[config.mk]
export PLATFORM = sky130hd
export DESIGN_NAME = rbe_binconv_block_acc
export DESIGN_NICKNAME = d
export VERILOG_FILES = /design/src/rtl/rbe_binconv_block_acc_pkg.sv /design/src/rtl/rbe_binconv_block_acc_shift_sum.sv /design/src/rtl/rbe_binconv_block_acc.sv
export SDC_FILE = /design/constraint.sdc
export NUM_CORES = 1
export LEC_CHECK = 0
export ABC_AREA = 1
export CAP_MARGIN = 20
export CORE_ASPECT_RATIO = 0.5
export CORE_MARGIN = 2
export CORE_UTILIZATION = 50
export CTS_CLUSTER_SIZE = 25
export DETAILED_ROUTE_END_ITERATION = 7
export PLACE_DENSITY_LB_ADDON = 0.2
export SYNTH_ARGS = -nofsm -noshare
export SYNTH_HDL_FRONTEND = slang
export SYNTH_SLANG_ARGS = --single-unit
[constraint.sdc]
create_clock -name clk_i -period 11.65 [get_ports clk_i]
set_clock_uncertainty 0.2 [all_clocks]
set_input_delay 2.33 -clock clk_i [delete_from_list [all_inputs] [get_ports clk_i]]
set_output_delay 2.33 -clock clk_i [all_outputs]
set_load 0.01 [all_outputs]
[src/rtl/rbe_binconv_block_acc_pkg.sv]
// Shared types and constants for the accumulating BinConv block.
// The FSM state type is exported here so a checker can bind on it.
package rbe_binconv_block_acc_pkg;

  localparam int BINCONV_ACC_WIDTH     = 32;
  localparam int BINCONV_ACC_CNT_WIDTH = 8;
  localparam int BINCONV_BLOCK_SIZE    = 4;
  localparam int BINCONV_MAX_SHIFT     = 16;
  localparam int BINCONV_SH_W          = $clog2(BINCONV_MAX_SHIFT) + 1;

  typedef enum logic {
    BC_IDLE  = 1'b0,
    BC_ACCUM = 1'b1
  } binconv_acc_state_e;

  typedef struct packed {
    logic [BINCONV_BLOCK_SIZE-1:0]    sop_mask;
    logic [BINCONV_SH_W-1:0]          shift_base;
    logic                             qa_tile_sel;
    logic [BINCONV_ACC_CNT_WIDTH-1:0] n_acc;
  } ctrl_binconv_acc_t;

  typedef struct packed {
    logic                             busy;
    logic                             ovf;
    logic [BINCONV_ACC_CNT_WIDTH-1:0] cnt;
  } flags_binconv_acc_t;

  // Saturating per-SoP shift: base + SoP index + optional tile offset.
  function automatic int unsigned sat_shift(input int unsigned raw, input int unsigned max_sh);
    return (raw > max_sh) ? max_sh : raw;
  endfunction

endpackage

[src/rtl/rbe_binconv_block_acc_shift_sum.sv]
// Combinational BinConv datapath: per-SoP AND-popcount of the incoming beat,
// and the masked shift-and-add of registered popcounts.
module rbe_binconv_shift_sum #(
  parameter int BC_BLOCK_SIZE = 4,
  parameter int TP            = 32,
  parameter int MAX_SHIFT     = 16,
  parameter int ACC_WIDTH     = 32
) (
  input  logic [BC_BLOCK_SIZE*TP-1:0]                   act_i,
  input  logic [TP-1:0]                                 wgt_i,
  output logic [BC_BLOCK_SIZE*($clog2(TP)+1)-1:0]       pc_o,
  input  logic [BC_BLOCK_SIZE*($clog2(TP)+1)-1:0]       pc_i,
  input  logic [BC_BLOCK_SIZE*($clog2(MAX_SHIFT)+1)-1:0] sh_i,
  input  logic [BC_BLOCK_SIZE-1:0]                      mask_i,
  output logic [ACC_WIDTH-1:0]                          sum_o
);

  localparam int POP_W  = $clog2(TP) + 1;
  localparam int SH_W   = $clog2(MAX_SHIFT) + 1;
  localparam int TERM_W = POP_W + MAX_SHIFT;
  localparam int SUM_W  = TERM_W + $clog2(BC_BLOCK_SIZE) + 1;

  function automatic logic [POP_W-1:0] popcnt(input logic [TP-1:0] v);
    logic [POP_W-1:0] c;
    c = '0;
    for (int b = 0; b < TP; b++) begin
      c = c + POP_W'(v[b]);
    end
    return c;
  endfunction

  always_comb begin
    pc_o = '0;
    for (int i = 0; i < BC_BLOCK_SIZE; i++) begin
      pc_o[i*POP_W +: POP_W] = popcnt(act_i[i*TP +: TP] & wgt_i);
    end
  end

  logic [SUM_W-1:0] sum_wide;

  // Terms are formed at TERM_W so the largest legal shift never truncates.
  always_comb begin
    sum_wide = '0;
    for (int i = 0; i < BC_BLOCK_SIZE; i++) begin
      if (mask_i[i]) begin
        sum_wide = sum_wide + SUM_W'(TERM_W'(pc_i[i*POP_W +: POP_W]) << sh_i[i*SH_W +: SH_W]);
      end
    end
  end

  assign sum_o = ACC_WIDTH'(sum_wide);

endmodule

[src/rtl/rbe_binconv_block_acc.sv]
// Accumulating BinConv block: joins activation/weight beats, popcounts and
// shift-sums them, and emits one accumulated result per n_acc-beat window.
module rbe_binconv_block_acc
  import rbe_binconv_block_acc_pkg::*;
#(
  parameter int BC_BLOCK_SIZE = 4,
  parameter int TP            = 32,
  parameter int MAX_SHIFT     = 16,
  parameter int ACC_WIDTH     = 32,
  parameter int CNT_WIDTH     = 8
) (
  input  logic                          clk_i,
  input  logic                          rst_i,
  input  logic                          test_mode_i,
  input  logic                          enable_i,
  input  logic                          clear_i,
  input  logic [BC_BLOCK_SIZE*TP-1:0]   act_data_i,
  input  logic                          act_valid_i,
  output logic                          act_ready_o,
  input  logic [TP-1:0]                 wgt_data_i,
  input  logic                          wgt_valid_i,
  output logic                          wgt_ready_o,
  input  logic [BC_BLOCK_SIZE-1:0]      sop_mask_i,
  input  logic [$clog2(MAX_SHIFT):0]    shift_base_i,
  input  logic                          qa_tile_sel_i,
  input  logic [CNT_WIDTH-1:0]          n_acc_i,
  output logic [ACC_WIDTH-1:0]          pres_data_o,
  output logic                          pres_valid_o,
  input  logic                          pres_ready_i,
  output logic                          busy_o,
  output logic                          ovf_o,
  output flags_binconv_acc_t            dbg_flags_o
);

  localparam int POP_W = $clog2(TP) + 1;
  localparam int SH_W  = $clog2(MAX_SHIFT) + 1;

  // Handshake: a beat transfers on an edge where act_valid_i & wgt_valid_i &
  // in_ready; both readies equal in_ready. The result transfers on
  // pres_valid_o & pres_ready_i, and pres_data_o is stable while valid waits.

  binconv_acc_state_e state_q, state_d;
  logic [CNT_WIDTH-1:0]           cnt_q, cnt_d;
  logic                           s1_valid_q, s1_valid_d;
  logic                           s1_last_q, s1_last_d;
  logic [BC_BLOCK_SIZE-1:0]       s1_mask_q, s1_mask_d;
  logic [BC_BLOCK_SIZE*POP_W-1:0] s1_pc_q, s1_pc_d;
  logic [BC_BLOCK_SIZE*SH_W-1:0]  s1_sh_q, s1_sh_d;
  logic [ACC_WIDTH-1:0]           acc_q, acc_d;
  logic [ACC_WIDTH-1:0]           pres_data_q, pres_data_d;
  logic                           pres_valid_q, pres_valid_d;
  logic                           ovf_q, ovf_d;

  logic                           stall, in_ready, accept, s2_fire, pop;
  logic [BC_BLOCK_SIZE*POP_W-1:0] pc_comb;
  logic [BC_BLOCK_SIZE*SH_W-1:0]  sh_comb;
  logic [ACC_WIDTH-1:0]           beat_sum, acc_next;
  logic                           carry;
  logic [CNT_WIDTH:0]             cnt_inc, n_eff;
  logic                           beat_last;
  logic                           unused_test_mode;

  assign unused_test_mode = test_mode_i;

  // Only a last beat can be blocked: it needs the output register free.
  assign stall    = s1_valid_q & s1_last_q & pres_valid_q & ~pres_ready_i;
  assign in_ready = enable_i & ~stall;
  assign accept   = act_valid_i & wgt_valid_i & in_ready;
  assign s2_fire  = enable_i & s1_valid_q & ~stall;
  assign pop      = enable_i & pres_valid_q & pres_ready_i;

  assign act_ready_o = in_ready;
  assign wgt_ready_o = in_ready;

  assign n_eff     = (n_acc_i == '0) ? (CNT_WIDTH+1)'(1) : {1'b0, n_acc_i};
  assign cnt_inc   = {1'b0, cnt_q} + 1'b1;
  assign beat_last = (cnt_inc >= n_eff);

  always_comb begin
    sh_comb = '0;
    for (int i = 0; i < BC_BLOCK_SIZE; i++) begin
      sh_comb[i*SH_W +: SH_W] = SH_W'(sat_shift(int'(shift_base_i) + i + (qa_tile_sel_i ? 4 : 0),
                                                MAX_SHIFT));
    end
  end

  rbe_binconv_shift_sum #(
    .BC_BLOCK_SIZE (BC_BLOCK_SIZE),
    .TP            (TP),
    .MAX_SHIFT     (MAX_SHIFT),
    .ACC_WIDTH     (ACC_WIDTH)
  ) u_shift_sum (
    .act_i  (act_data_i),
    .wgt_i  (wgt_data_i),
    .pc_o   (pc_comb),
    .pc_i   (s1_pc_q),
    .sh_i   (s1_sh_q),
    .mask_i (s1_mask_q),
    .sum_o  (beat_sum)
  );

  assign {carry, acc_next} = {1'b0, acc_q} + {1'b0, beat_sum};

  always_comb begin
    state_d      = state_q;
    cnt_d        = cnt_q;
    s1_valid_d   = s1_valid_q;
    s1_last_d    = s1_last_q;
    s1_mask_d    = s1_mask_q;
    s1_pc_d      = s1_pc_q;
    s1_sh_d      = s1_sh_q;
    acc_d        = acc_q;
    pres_data_d  = pres_data_q;
    pres_valid_d = pres_valid_q;
    ovf_d        = ovf_q;

    case (state_q)
      BC_IDLE: begin
        if (accept) state_d = BC_ACCUM;
      end
      BC_ACCUM: begin
        if (!accept && s2_fire && s1_last_q) state_d = BC_IDLE;
      end
      default: state_d = BC_IDLE;
    endcase

    if (accept) begin
      cnt_d      = beat_last ? '0 : cnt_inc[CNT_WIDTH-1:0];
      s1_valid_d = 1'b1;
      s1_last_d  = beat_last;
      s1_mask_d  = sop_mask_i;
      s1_pc_d    = pc_comb;
      s1_sh_d    = sh_comb;
    end else if (s2_fire) begin
      s1_valid_d = 1'b0;
    end

    if (pop) pres_valid_d = 1'b0;

    // A closing beat hands its sum to the output and restarts the window.
    if (s2_fire) begin
      ovf_d = ovf_q | carry;
      if (s1_last_q) begin
        pres_data_d  = acc_next;
        pres_valid_d = 1'b1;
        acc_d        = '0;
      end else begin
        acc_d = acc_next;
      end
    end
  end

  always_ff @(posedge clk_i or posedge rst_i) begin
    if (rst_i) begin
      state_q      <= BC_IDLE;
      cnt_q        <= '0;
      s1_valid_q   <= 1'b0;
      s1_last_q    <= 1'b0;
      s1_mask_q    <= '0;
      s1_pc_q      <= '0;
      s1_sh_q      <= '0;
      acc_q        <= '0;
      pres_data_q  <= '0;
      pres_valid_q <= 1'b0;
      ovf_q        <= 1'b0;
    end else if (clear_i) begin
      state_q      <= BC_IDLE;
      cnt_q        <= '0;
      s1_valid_q   <= 1'b0;
      s1_last_q    <= 1'b0;
      s1_mask_q    <= '0;
      s1_pc_q      <= '0;
      s1_sh_q      <= '0;
      acc_q        <= '0;
      pres_data_q  <= '0;
      pres_valid_q <= 1'b0;
      ovf_q        <= 1'b0;
    end else if (enable_i) begin
      state_q      <= state_d;
      cnt_q        <= cnt_d;
      s1_valid_q   <= s1_valid_d;
      s1_last_q    <= s1_last_d;
      s1_mask_q    <= s1_mask_d;
      s1_pc_q      <= s1_pc_d;
      s1_sh_q      <= s1_sh_d;
      acc_q        <= acc_d;
      pres_data_q  <= pres_data_d;
      pres_valid_q <= pres_valid_d;
      ovf_q        <= ovf_d;
    end
  end

  assign pres_data_o  = pres_data_q;
  assign pres_valid_o = pres_valid_q;
  assign busy_o       = (state_q == BC_ACCUM);
  assign ovf_o        = ovf_q;

  assign dbg_flags_o.busy = busy_o;
  assign dbg_flags_o.ovf  = ovf_q;
  assign dbg_flags_o.cnt  = BINCONV_ACC_CNT_WIDTH'(cnt_q);

endmodule

==> reports/qor.yml <==
cts:
  htreeDepth: 4
  cts_sinks: 125
  path_clk_slew_ns: 0.06
  cts-root-buf: "clkbuf_16"
  cts_tree: "yes"
  cts_buffers: 17
  clockBufferDepth: 2
  insertion_delay_ns: 0.43
  post_cts_buffers: 0
  cts_resized: 0
  ctsHoldBuffers: 0
global_routing:
  grt_pass1_vias: 15368
  grt_use_total_pct: 27.9
  antenna_found_initial: 1
  grt_start_max_net_pins: 72
  grt_overflow_total: 0
  grt_pass1_wl_mm: 77.2
yosys:
  yosysTopAreaCell: "dfrtp_1"
  synth-seq-cells: 125
  synthesis.nets: 2842
  synth.avg_cell_area_sq_um: 6.84
  synth_xor_area_share_pct: 3.46
  synthAdderAreaFrac_pct: 23.7
  synthMuxAreaShare_pct: 0
  ys_top_cells_by_area: "dfrtp_1, nand2_1, fa_1, ha_1, inv_1"
  synth_async_sr_flop_share_pct: 100
  synth_compound_area_share_pct: 17.9
  synth_common_cells: "nand2_1, inv_1, o21ai_0"
  yosysMostFrequentCell: "nand2_1"
  synth_edf_count: 0
  synth_area_sq_um: 16500
  synth.distinct_cells: 60
  synth.top_cell.area_share_pct: 19.0
  synth_flop_cell: "dfrtp_1"
  synth.yosys.seq_area_share_pct: 19.0
  synth_top_family_by_area: "simple AND/OR/NAND/NOR gates"
  synthCells: 2405
  yosys_warnings: 0
  yosys.area_share.simple_pct: 25.3
place:
  dp_slack_ns: 3.18
  dp_hpwl_mm: 39.8
  gp_congestion: 0.942
  io_buffers: 231
power:
  peakVddDrop_v: 0.0000993
  clock_power_share_pct: 24.5
  power_density_nw_per_um2: 117
  switching_share_pct: 41.7
  power.leakage_nw: 9.79
  p_int_w: 0.00134
  p_comb_share_pct: 54.0
  switchingPower_w: 0.000959
  seqPwrFrac_pct: 21.5
setup_path:
  path_delay_family: "compound AO/OA/AOI/OAI gates"
  crit_buf_inv: 6
  worst_ep_arrival_time_ns: 8.67
  crit_top_cell: "nand2_1"
  crit_path_top_delay_cell: "o31ai_1"
  slowest_delay_ns: 0.56
  cp-end-kind: "flop"
  critical_path_class: "flop to flop"
  start_kind: "flop"
  worstPathRequired_ns: 11.70
  critPathMaxFanout: 11
min_path:
  hold_class: "flop to flop"
routing:
  drt_iter0_drc: 1222
  wirelength_mm: 47.5
  wl_per_cell_um: 15.6
  drtPass1Iterations: 5
  drc: 0
  antenna_left: 0
  via_per_inst: 5.31
  num_vias: 16140
floorplanning:
  row_count: 46
  core_sq_um: 32100
  start_util_pct: 51.3
  die_w_um: 261
  ios: 233
  dieArea_sq_um: 34500
  die_height_um: 132
timing:
  period_share_pct: 73.9
  tns_ns: 0
  hold_viol: 0
  setup_ws_ns: 3.04
  maxSlewViolCount: 0
  slew_headroom_pct: 31.6
  worst_pin_slew_ns: 1.02
  rsz0062_at_grt: "no"
  max_freq_mhz: 116
  finalCriticalPeriod_ns: 8.61
  setup_viol_count_final: 0
cells_and_area:
  drive_above_1_share_pct: 4.10
  diodes: 0
  syn_to_final_growth_pct: 19.9
  layout.nets: 3033
  nFillCells: 2976
outcome:
  status: "finished, final reports clean"
job:
  drv_cap: 0
==> power groups by stage <==
stage	logic (W)	clock network, W	registers [W]
floorplan	0.000881	0	0.000497
global placement	0.00119	0	0.000500
detailed placement	0.00123	0	0.000501
CTS	0.00124	0.000564	0.000494
global route	0.00142	0.000587	0.000499
finish	0.00124	0.000562	0.000494
==> state kept, by name (all words and copies together) (netlist names) <==
| name | flops |
|---|---|
| busy_o | 1 |
| s1_last_q | 1 |
| pres_valid_o | 1 |
| acc_q | 32 |
| ovf_o | 1 |
| cnt_q | 8 |
| s1_valid_q | 1 |
| pres_data_o | 32 |
| s1_mask_q | 4 |
| s1_pc_q | 24 |
| s1_sh_q | 20 |
==> metal layers <==
metal | share of wire [%] | track usage (%) | vias up
met1 | 47 | 37.9 | 7440
met3 | 4.7 | 3.81 | 64
met2 | 46 | 47.0 | 452
met4 | 2.1 | 6.63 | 2
met5 | 0.023 | 0 | -
li1 | - | - | 8182
==> placed cells by master, fill, tap and decap left out, types with 13 or more instances in the layout <==
cell             count
ha_1               150
dfrtp_1            125
nand2_1            590
o22ai_1             50
nand3_1            116
o21a_1              13
fa_1               101
nand2_2             13
xor2_1              41
nor2_1             193
nor3_1              20
a21oi_1            121
clkbuf_16           17
o21ai_1             22
o32ai_1             17
xnor2_1             24
clkdlybuf4s50_1    231
inv_1              377
o21ai_0            222
a31oi_1             21
==> area by class of cell <==
cell class              instances  area [sq um]  area share, %
multi-input cells            1824         11600           58.7
flip-flops and latches        125          3130           15.9
repair buffers                241          2410           12.2
inverters                     387          1460           7.38
well taps                     432           541           2.74
clock buffers                  19           453           2.30
clock inverters                13           165          0.837
==> metrics by stage <==
stage                     instance area, sq um  cells  util, %  hold WS, ns  total power (W)
final                                    19700   3041     61.5        0.281          0.00230
after global routing                     19700   3041     61.5        0.296          0.00250
after floorplan                          16500   2405        -        0.259          0.00138
after global placement                   19100   3008     59.5        0.267          0.00169
after detailed placement                 19100   3008     59.5        0.272          0.00173
after CTS                                19700   3040     61.5        0.287          0.00230
==> path summary, 6_finish.rpt <==
path,from,to,slack [ns],cells after the start
max,s1_sh_q[1]$_DFFE_PP0P_,acc_q[29]$_DFFE_PP0P_,3.04,40
min,pres_data_o[21]$_DFFE_PP0P_,pres_data_o[21]$_DFFE_PP0P_,0.28,2
max reg2reg,s1_sh_q[1]$_DFFE_PP0P_,acc_q[29]$_DFFE_PP0P_,3.04,40
min reg2reg,pres_data_o[21]$_DFFE_PP0P_,pres_data_o[21]$_DFFE_PP0P_,0.28,2
max in group asynchronous,rst_i,acc_q[5]$_DFFE_PP0P_,7.72,3
min in group asynchronous,rst_i,cnt_q[7]$_DFFE_PP0P_,2.16,2
==> logic make-up (layout without fill, tap and decap cells) <==
kind of cell	count (synthesis)	in the layout
compound gates	517	517
flops	125	125
fa+ha+maj	251	251
simple gates	991	991
xor+xnor	65	65
buf+inv	456	660
==> tightest hold or removal path: stages, from the launching register on <==
cell and delay, ns:
dfrtp_1 0.34, nand2_1 0.05, o21ai_0 0.05
(Power assumes the default switching activity.)
